--- src/rtl/mem_arbiter.sv ---
// Two-client arbiter sharing one block-wide slow-memory port between the I-cache and D-cache.
// Latches the winning command on the memory port until mem_ready, then routes the ready pulse back.
module mem_arbiter #(
  parameter int ADDR_WIDTH  = 28,
  parameter int BLOCK_WIDTH = 128,
  parameter int ARB_MODE    = 0
) (
  input  logic                   clk,
  input  logic                   rst_n,
  input  logic                   i_read,
  input  logic                   i_write,
  input  logic [ADDR_WIDTH-1:0]  i_addr,
  input  logic [BLOCK_WIDTH-1:0] i_wdata,
  output logic [BLOCK_WIDTH-1:0] i_rdata,
  output logic                   i_ready,
  input  logic                   d_read,
  input  logic                   d_write,
  input  logic [ADDR_WIDTH-1:0]  d_addr,
  input  logic [BLOCK_WIDTH-1:0] d_wdata,
  output logic [BLOCK_WIDTH-1:0] d_rdata,
  output logic                   d_ready,
  output logic                   mem_read,
  output logic                   mem_write,
  output logic [ADDR_WIDTH-1:0]  mem_addr,
  output logic [BLOCK_WIDTH-1:0] mem_wdata,
  input  logic [BLOCK_WIDTH-1:0] mem_rdata,
  input  logic                   mem_ready,
  output logic [1:0]             grant
);

  localparam logic [0:0] S_IDLE = 1'b0;
  localparam logic [0:0] S_BUSY = 1'b1;

  logic [0:0]             state_q, state_d;
  logic [1:0]             grant_q, grant_d;
  logic                   last_d_q, last_d_d;
  logic                   mem_read_q, mem_read_d;
  logic                   mem_write_q, mem_write_d;
  logic [ADDR_WIDTH-1:0]  mem_addr_q, mem_addr_d;
  logic [BLOCK_WIDTH-1:0] mem_wdata_q, mem_wdata_d;

  logic req_i, req_d, pick_d, win_write;

  assign req_i = i_read | i_write;
  assign req_d = d_read | d_write;
  // On a tie, D wins in fixed-priority mode, or in round-robin when I went last.
  assign pick_d    = req_d & (~req_i | (ARB_MODE == 1) | ~last_d_q);
  assign win_write = pick_d ? d_write : i_write;

  always_comb begin
    // NOTE: every next-state signal gets its hold value first, so no path leaves it unassigned (no latch).
    state_d     = state_q;
    grant_d     = grant_q;
    last_d_d    = last_d_q;
    mem_read_d  = mem_read_q;
    mem_write_d = mem_write_q;
    mem_addr_d  = mem_addr_q;
    mem_wdata_d = mem_wdata_q;
    case (state_q)
      S_IDLE: begin
        if (req_i || req_d) begin
          state_d     = S_BUSY;
          grant_d     = pick_d ? 2'b10 : 2'b01;
          last_d_d    = pick_d;
          mem_write_d = win_write;
          mem_read_d  = ~win_write;
          mem_addr_d  = pick_d ? d_addr : i_addr;
          mem_wdata_d = pick_d ? d_wdata : i_wdata;
        end
      end
      default: begin
        // mem_addr deliberately survives completion; it only changes on the next grant.
        if (mem_ready) begin
          state_d     = S_IDLE;
          grant_d     = 2'b00;
          mem_read_d  = 1'b0;
          mem_write_d = 1'b0;
          mem_wdata_d = '0;
        end
      end
    endcase
  end

  // NOTE: sequential state uses non-blocking assignments so every register samples pre-edge values.
  always_ff @(posedge clk or negedge rst_n) begin
    if (!rst_n) begin
      state_q     <= S_IDLE;
      grant_q     <= 2'b00;
      last_d_q    <= 1'b1;
      mem_read_q  <= 1'b0;
      mem_write_q <= 1'b0;
      mem_addr_q  <= '0;
      mem_wdata_q <= '0;
    end else begin
      state_q     <= state_d;
      grant_q     <= grant_d;
      last_d_q    <= last_d_d;
      mem_read_q  <= mem_read_d;
      mem_write_q <= mem_write_d;
      mem_addr_q  <= mem_addr_d;
      mem_wdata_q <= mem_wdata_d;
    end
  end

  assign grant     = grant_q;
  assign mem_read  = mem_read_q;
  assign mem_write = mem_write_q;
  assign mem_addr  = mem_addr_q;
  assign mem_wdata = mem_wdata_q;
  assign i_rdata   = mem_rdata;
  assign d_rdata   = mem_rdata;
  assign i_ready   = (state_q == S_BUSY) & grant_q[0] & mem_ready;
  assign d_ready   = (state_q == S_BUSY) & grant_q[1] & mem_ready;

endmodule

--- config.mk ---
export PLATFORM = sky130hd
export DESIGN_NAME = mem_arbiter
export DESIGN_NICKNAME = d
export VERILOG_FILES = /design/src/rtl/mem_arbiter.sv
export SDC_FILE = /design/constraint.sdc
export NUM_CORES = 1
export LEC_CHECK = 0
export CORE_AREA = 2 2 339 341
export CTS_CLUSTER_DIAMETER = 80
export DETAILED_ROUTE_END_ITERATION = 12
export DIE_AREA = 0 0 341 343
export PLACE_DENSITY = 0.39
export RECOVER_POWER = 50
export SKIP_LAST_GASP = 1
export SYNTH_ARGS = -nofsm -noshare
export SYNTH_HDL_FRONTEND = slang
export SYNTH_SLANG_ARGS = --single-unit
--- constraint.sdc ---
create_clock -name clk -period 2.5 [get_ports clk]
set_input_delay 0.625 -clock clk [delete_from_list [all_inputs] [get_ports clk]]
set_output_delay 0.625 -clock clk [all_outputs]
set_load 0.02 [all_outputs]
==> results of run 1 <==
-- flip-flops by register name, summed over array words and instances, names as in the netlist --
register and cells:
mem_addr 28, last_d_q 1, mem_write 1, state_q 1, grant 2, mem_wdata 128, mem_read 1
-- per-layer routing --
metal	GRT usage	share of wire	wire, microns	vias up
li1	-	-	-	3453
met1	0.105	0.39	22000	3793
met2	0.150	0.47	26000	578
met3	0.0387	0.10	5550	118
met4	0.0450	0.040	2210	4
met5	0	0.00048	27	-
-- path summary, 6_finish.rpt --
| kind | slack, ns | endpoint | from | cells after the start |
|---|---|---|---|---|
| min in group asynchronous | 0.64 | mem_wdata[37]$_DFFE_PN0P_ | rst_n | 1 |
| max | 0.13 | mem_wdata[54] | mem_wdata[54]$_DFFE_PN0P_ | 1 |
| max in group asynchronous | 0.49 | last_d_q$_DFFE_PN1P_ | rst_n | 2 |
| min | 0.51 | mem_wdata[45]$_DFFE_PN0P_ | mem_wdata[45]$_DFFE_PN0P_ | 1 |
| max reg2reg | 0.51 | mem_wdata[26]$_DFFE_PN0P_ | state_q$_DFF_PN0_ | 5 |
| min reg2reg | 0.51 | mem_wdata[45]$_DFFE_PN0P_ | mem_wdata[45]$_DFFE_PN0P_ | 1 |
-- kinds of logic (layout without fill, tap and decap cells) --
| group | count (synthesis) | after routing | synth area share |
|---|---|---|---|
| DFF | 162 | 162 | 0.438 |
| AOI/OAI and AO/OA | 225 | 225 | 0.217 |
| and+or+nand+nor | 140 | 140 | 0.0939 |
| muxes | 1 | 1 | 0.00243 |
| buffers and inverters | 335 | 567 | 0.249 |
-- cell usage in the layout, fill, tap and decap left out, drive strengths merged, types with 2 or more instances in the layout --
cell           synthesis  routed
clkdlybuf4s50          0     469
dfrtp                161     161
and3                 129     129
a221o                128     128
buf                  275      54
o21ai                 31      31
a311oi                28      28
a2bb2oi               28      28
clkbuf                59      24
dlygate4sd2            0       6
clkinv                 0       5
inv                    1       5
nand2                  2       2
o21a                   2       2
bufinv                 0       2
clkinvlp               0       2
nor2                   2       2
-- what timing repair did --
item,in CTS,in global routing
resized for setup,6,0
hold endpoints to repair,0,0
endpoints found under the setup margin,6,0
-- synthesized netlist by cell type (2+ instances only) --
| cell type | instances | area [sq um] |
|---|---|---|
| o21ai_0 | 31 | 155 |
| a2bb2oi_1 | 28 | 245 |
| buf_6 | 10 | 113 |
| buf_1 | 3 | 11.3 |
| clkbuf_1 | 59 | 221 |
| dfrtp_1 | 161 | 4030 |
| a311oi_1 | 28 | 245 |
| and3_1 | 129 | 807 |
| buf_4 | 256 | 1920 |
| buf_2 | 6 | 30.0 |
| a221o_1 | 128 | 1280 |
| o21a_1 | 2 | 15.0 |
| nand2_1 | 2 | 7.51 |
| nor2_1 | 2 | 7.51 |
-- through the flow --
step           cell area (sq um)  setup TNS (ns)
2_1_floorplan               9260               0
3_3_place_gp               14300          -24.91
3_5_place_dp               14300          -25.07
4_1_cts                    14900               0
5_1_grt                    14900               0
6_report                   14900               0
-- power by group --
part | leakage [nW] | switching, mW | internal [mW]
Clock | 0.282 | 1.41 | 1.49
Sequential | 2.05 | 0.333 | 3.07
Combinational | 3.62 | 1.87 | 1.79
-- area by class of cell --
class | instances | area (sq um) | area share
Clock buffer | 19 | 433 | 0.0291
Clock inverter | 13 | 155 | 0.0104
Inverter | 1 | 3.75 | 0.000252
Multi-Input combinational cell | 366 | 2940 | 0.197
Sequential cell | 162 | 4060 | 0.272
Tap cell | 1512 | 1890 | 0.127
Timing Repair Buffer | 534 | 5410 | 0.364
==> metrics.txt, run 1 <==
drt pass-1 iters 5; clock sinks 162; TritonCTS clock tree done; initial core utilization 0.0816; Syn. warnings 0; RSZ-0062 raised after global routing no; CP arrival 1.75 ns; Max Slew Vio Count 55; Unique masters post-synth 32; Final Hold Vio Count 0; Buf+Inv Stages, Crit Path 1; drt wl/cell 21.4 microns; core area 113,000 sq um; Max Clk Rate 421 MHz; H-tree lvl count 4; CP cell instances clkdlybuf4s50_1; area grow syn2layout 60.8%; worst slack at placement -0.271 ns; Final WS setup 0.127 ns; final cell count without fillers 2,607; final core occ 0.131; largest net degree at the start of global routing 76; port buffer count 480; Clock Skews 0.0132 ns; share of cells above drive strength 1 0.0886; clk slew on worst S/H paths 0.07 ns; failing checks max-capacitance violations, max-slew violations; status finished, violations left; CP delay by family, top buffers and inverters; share of flip-flops with an asynchronous set or reset 1.00; Final min period 2.37 ns; Remaining DRCs 0; Post-Syn Area 9260 sq um; crit end category output pin; Via density 3.05; Total Power 9.96 mW; TritonCTS buffer count 17; Critical Path Start Type flop; pwr dens 669 nW/um^2; worst min-delay path category reg2reg; CP Data Required Time 1.88 ns; Cells after DPL 2,575; FF+latch count, synth 162; first-pass GRT wire length 73,400 microns; via count 7,946; relative slew slack -0.257; Mean Syn Cell Area 10.7 sq um; Max rail drop VDD 0.000567 V; Post-CTS Setup Bufs 0; Fin Hold WS 0.512 ns; FILL cells 12,800; CTS Root Buffer Type clkbuf_16; row count 124; GRT Resource Usage Total 0.0923; Leakage 5.96 nW; worst-case clock buffer depth 2; vias in the first global route 8,469; grt total ovfl 0; CP Class reg2out; Die W 341 microns; Clk Latency, worst-skew pair 0.50 ns; initial antenna violation count 7; RD Place Congestion 0.854; Post-Syn Nets 1,310; critical path's slowest cell clkdlybuf4s50_1; hpwl dp 44,700 microns; CP max FO 2; main flop type after synthesis dfrtp_1; Die Ht 343 microns; max incr delay on CP 0.88 ns; sequential-to-total area share from yosys stat 0.438; Boundary Pins 865; antenna-violating nets left 0; cell count after synthesis 863; Antenna Cells 0; worst slew pin tran 1.89 ns; Die Area 117,000 sq um; Setup-failing EPs final 0; number of synthesized flops with an enable pin 0; Starting DRT DRC Count 362; Hold-fix buffers, CTS 0; total of max-cap violations 1; final worst-path cycle share 0.949; final net count 1,529; WL final 55,800 microns
Power figures use the tool's default switching activity.
==> inputs of run 2 (changes only) <==
--- a/config.mk
+++ b/config.mk
@@ -9,6 +9,7 @@
 export CTS_CLUSTER_DIAMETER = 80
 export DETAILED_ROUTE_END_ITERATION = 12
 export DIE_AREA = 0 0 341 343
+export HOLD_SLACK_MARGIN = 0.06
 export PLACE_DENSITY = 0.39
 export RECOVER_POWER = 50
 export SKIP_LAST_GASP = 1
==> results of run 2 <==
The final DEF is identical to that of run 1; final timing and power are the same.
==> inputs of run 3 (changes only) <==
--- a/config.mk
+++ b/config.mk
@@ -5,12 +5,12 @@
 export SDC_FILE = /design/constraint.sdc
 export NUM_CORES = 1
 export LEC_CHECK = 0
-export CORE_AREA = 2 2 339 341
+export CORE_AREA = 2 2 335 337
 export CTS_CLUSTER_DIAMETER = 80
 export DETAILED_ROUTE_END_ITERATION = 12
-export DIE_AREA = 0 0 341 343
+export DIE_AREA = 0 0 337 339
 export HOLD_SLACK_MARGIN = 0.06
-export PLACE_DENSITY = 0.39
+export PLACE_DENSITY = 0.4
 export RECOVER_POWER = 50
 export SKIP_LAST_GASP = 1
 export SYNTH_ARGS = -nofsm -noshare
==> constraint.sdc (replaced) <==
create_clock -name clk -period 2.3 [get_ports clk]
set_input_delay 0.575 -clock clk [delete_from_list [all_inputs] [get_ports clk]]
set_output_delay 0.575 -clock clk [all_outputs]
set_load 0.02 [all_outputs]
==> run 3 against run 2 <==
The run now ends clean. Non-clock buffer count decreased by 6. Worst hold slack got worse by 0.0018 ns. Die area decreased by 2.3%. Register-to-register slack got worse by 0.06 ns. Cell count decreased by 1.1%. Total power increased by 9.9%. Worst setup slack got worse by 0.067 ns. Flip-flop and latch count unchanged. Critical path depth unchanged. Largest cell class unchanged.
==> metrics.txt, run 3 (synthesized netlist as in run 1, its figures left out) <==
Sum Neg Setup Slack 0 ns (unchanged); via count 7,986 (+0.50%); grt total ovfl 0 (unchanged); worst slew pin tran 1.00 ns (-0.883 ns); drt wl/cell 22.1 microns (+3.4%); CP max FO 2 (unchanged); antenna-violating nets left 0 (unchanged); CTS Root Buffer Type clkbuf_16; Setup-failing EPs final 0 (unchanged); crit end category output pin; clk slew on worst S/H paths 0.08 ns (about the same); row count 122 (-1.6%); Boundary Pins 865 (unchanged); core area 110,000 sq um (-2.7%); Max Clk Rate 446 MHz; worst slack at placement -0.348 ns (-0.0766 ns); Max Slew Vio Count 0 (-100%); CP Data Required Time 1.73 ns (-0.15 ns); port buffer count 480 (unchanged); max reg flops 128 (unchanged); Finished Cell Area 14,800 sq um (-0.87%); Die Area 114,000 sq um (-2.3%); final net count 1,523 (-0.39%); total of max-cap violations 0 (-1); TritonCTS clock tree done; area grow syn2layout 59.4%; max incr delay on CP 0.73 ns (-0.15 ns); H-tree lvl count 4 (unchanged); share of cells above drive strength 1 0.0854 (-0.00319); Max rail drop VDD 0.000601 V (+6.1%); Final WS setup 0.0594 ns (-0.0672 ns); area of the multi-input gates 2940 sq um (unchanged); most common cell after layout, fill and taps aside clkdlybuf4s50_1; Die W 337 microns (-1.2%); final core occ 0.134 (+0.00245); CP arrival 1.67 ns (-0.08 ns); Final Hold Vio Count 0 (unchanged); pwr dens 742 nW/um^2 (+11%); clock sinks 162 (unchanged); first-pass GRT wire length 75,900 microns (+3.4%); final worst-path cycle share 0.974; hpwl dp 46,500 microns (+4.0%); Fin Hold WS 0.510 ns (-0.00180 ns); initial antenna violation count 4 (-3); initial core utilization 0.0839 (+0.00226); Remaining DRCs 0 (unchanged); Post-CTS Setup Bufs 0 (unchanged); drt pass-1 iters 5 (unchanged); worst-case clock buffer depth 2 (unchanged); Starting DRT DRC Count 321 (-11%); Leakage 6.02 nW (+1.0%); TritonCTS buffer count 17 (unchanged); worst min-delay path category reg2reg; Clk Latency, worst-skew pair 0.50 ns (about the same); Via density 3.10 (+1.6%); Die Ht 339 microns (-1.2%); CP Class reg2out; relative slew slack 0.331 (+0.588); Final min period 2.24 ns; most frequent cells in the layout clkdlybuf4s50_1, dfrtp_1, and3_1, a221o_1, buf_4; Buf+Inv Stages, Crit Path 1 (unchanged); register area 4060 sq um (unchanged); status complete, no violations; RD Place Congestion 0.789 (-7.6%); Clock Skews 0.0135 ns (+0.000277 ns); critical path's slowest cell clkdlybuf4s50_1; largest net degree at the start of global routing 76 (unchanged); CP delay by family, top buffers and inverters; GRT Resource Usage Total 0.0976 (+0.00531); CP cell instances clkdlybuf4s50_1; vias in the first global route 8,709 (+2.8%); WL final 57,100 microns (+2.3%); placed cell area 14,200 sq um (-1.2%); FILL cells 12,500 (-2.1%); Critical Path Start Type flop; RSZ-0062 raised after global routing no
[run 3: final cells by class]
class	instances	share of cell area
diodes	2	0.000339
clock buffers	20	0.0303
clock inverters	12	0.0131
inverters	1	0.000254
multi-input cells	366	0.199
flip-flops and latches	162	0.275
well taps	1488	0.126
repair buffers	528	0.356
[run 3: metal layers]
metal	wire length, microns	share of wire	vias up	track usage
met5	27	0.00047	-	0
met4	1970	0.035	4	0.0418
met3	5350	0.094	82	0.0369
met2	27200	0.48	587	0.162
met1	22500	0.39	3873	0.111
li1	-	-	3440	-
[run 3: path summary, 6_finish.rpt]
check / startpoint / end / slack (ns) / depth (start not counted)
setup / recovery: mem_wdata[28]$_DFFE_PN0P_ / mem_wdata[28] / 0.06 / 1
hold reg to reg: mem_write$_DFFE_PN0P_ / mem_write$_DFFE_PN0P_ / 0.51 / 1
hold / removal: mem_write$_DFFE_PN0P_ / mem_write$_DFFE_PN0P_ / 0.51 / 1
max in group asynchronous: rst_n / mem_wdata[85]$_DFFE_PN0P_ / 0.32 / 3
setup reg to reg: state_q$_DFF_PN0_ / mem_wdata[84]$_DFFE_PN0P_ / 0.45 / 5
min in group asynchronous: rst_n / mem_wdata[34]$_DFFE_PN0P_ / 0.79 / 2
[run 3: where the power goes]
group | switching (mW) | internal [mW]
sequential | 0.359 | 3.33
clock | 1.51 | 1.88
combinational | 2.02 | 1.85
total | 3.89 | 7.06
[run 3: repair_timing]
action | in CTS | in global routing
hold buffers | 1 | 0
resized for setup | 25 | 2
setup endpoints to repair | 25 | 2
endpoints found under the hold margin | 3 | 0
[run 3: metrics by stage]
step                      power, mW  std cells
after floorplan                5.84        863
after CTS                      11.3       2577
after global routing           11.6       2577
after global placement         7.74       2544
after detailed placement       7.77       2544
final                          10.9       2579
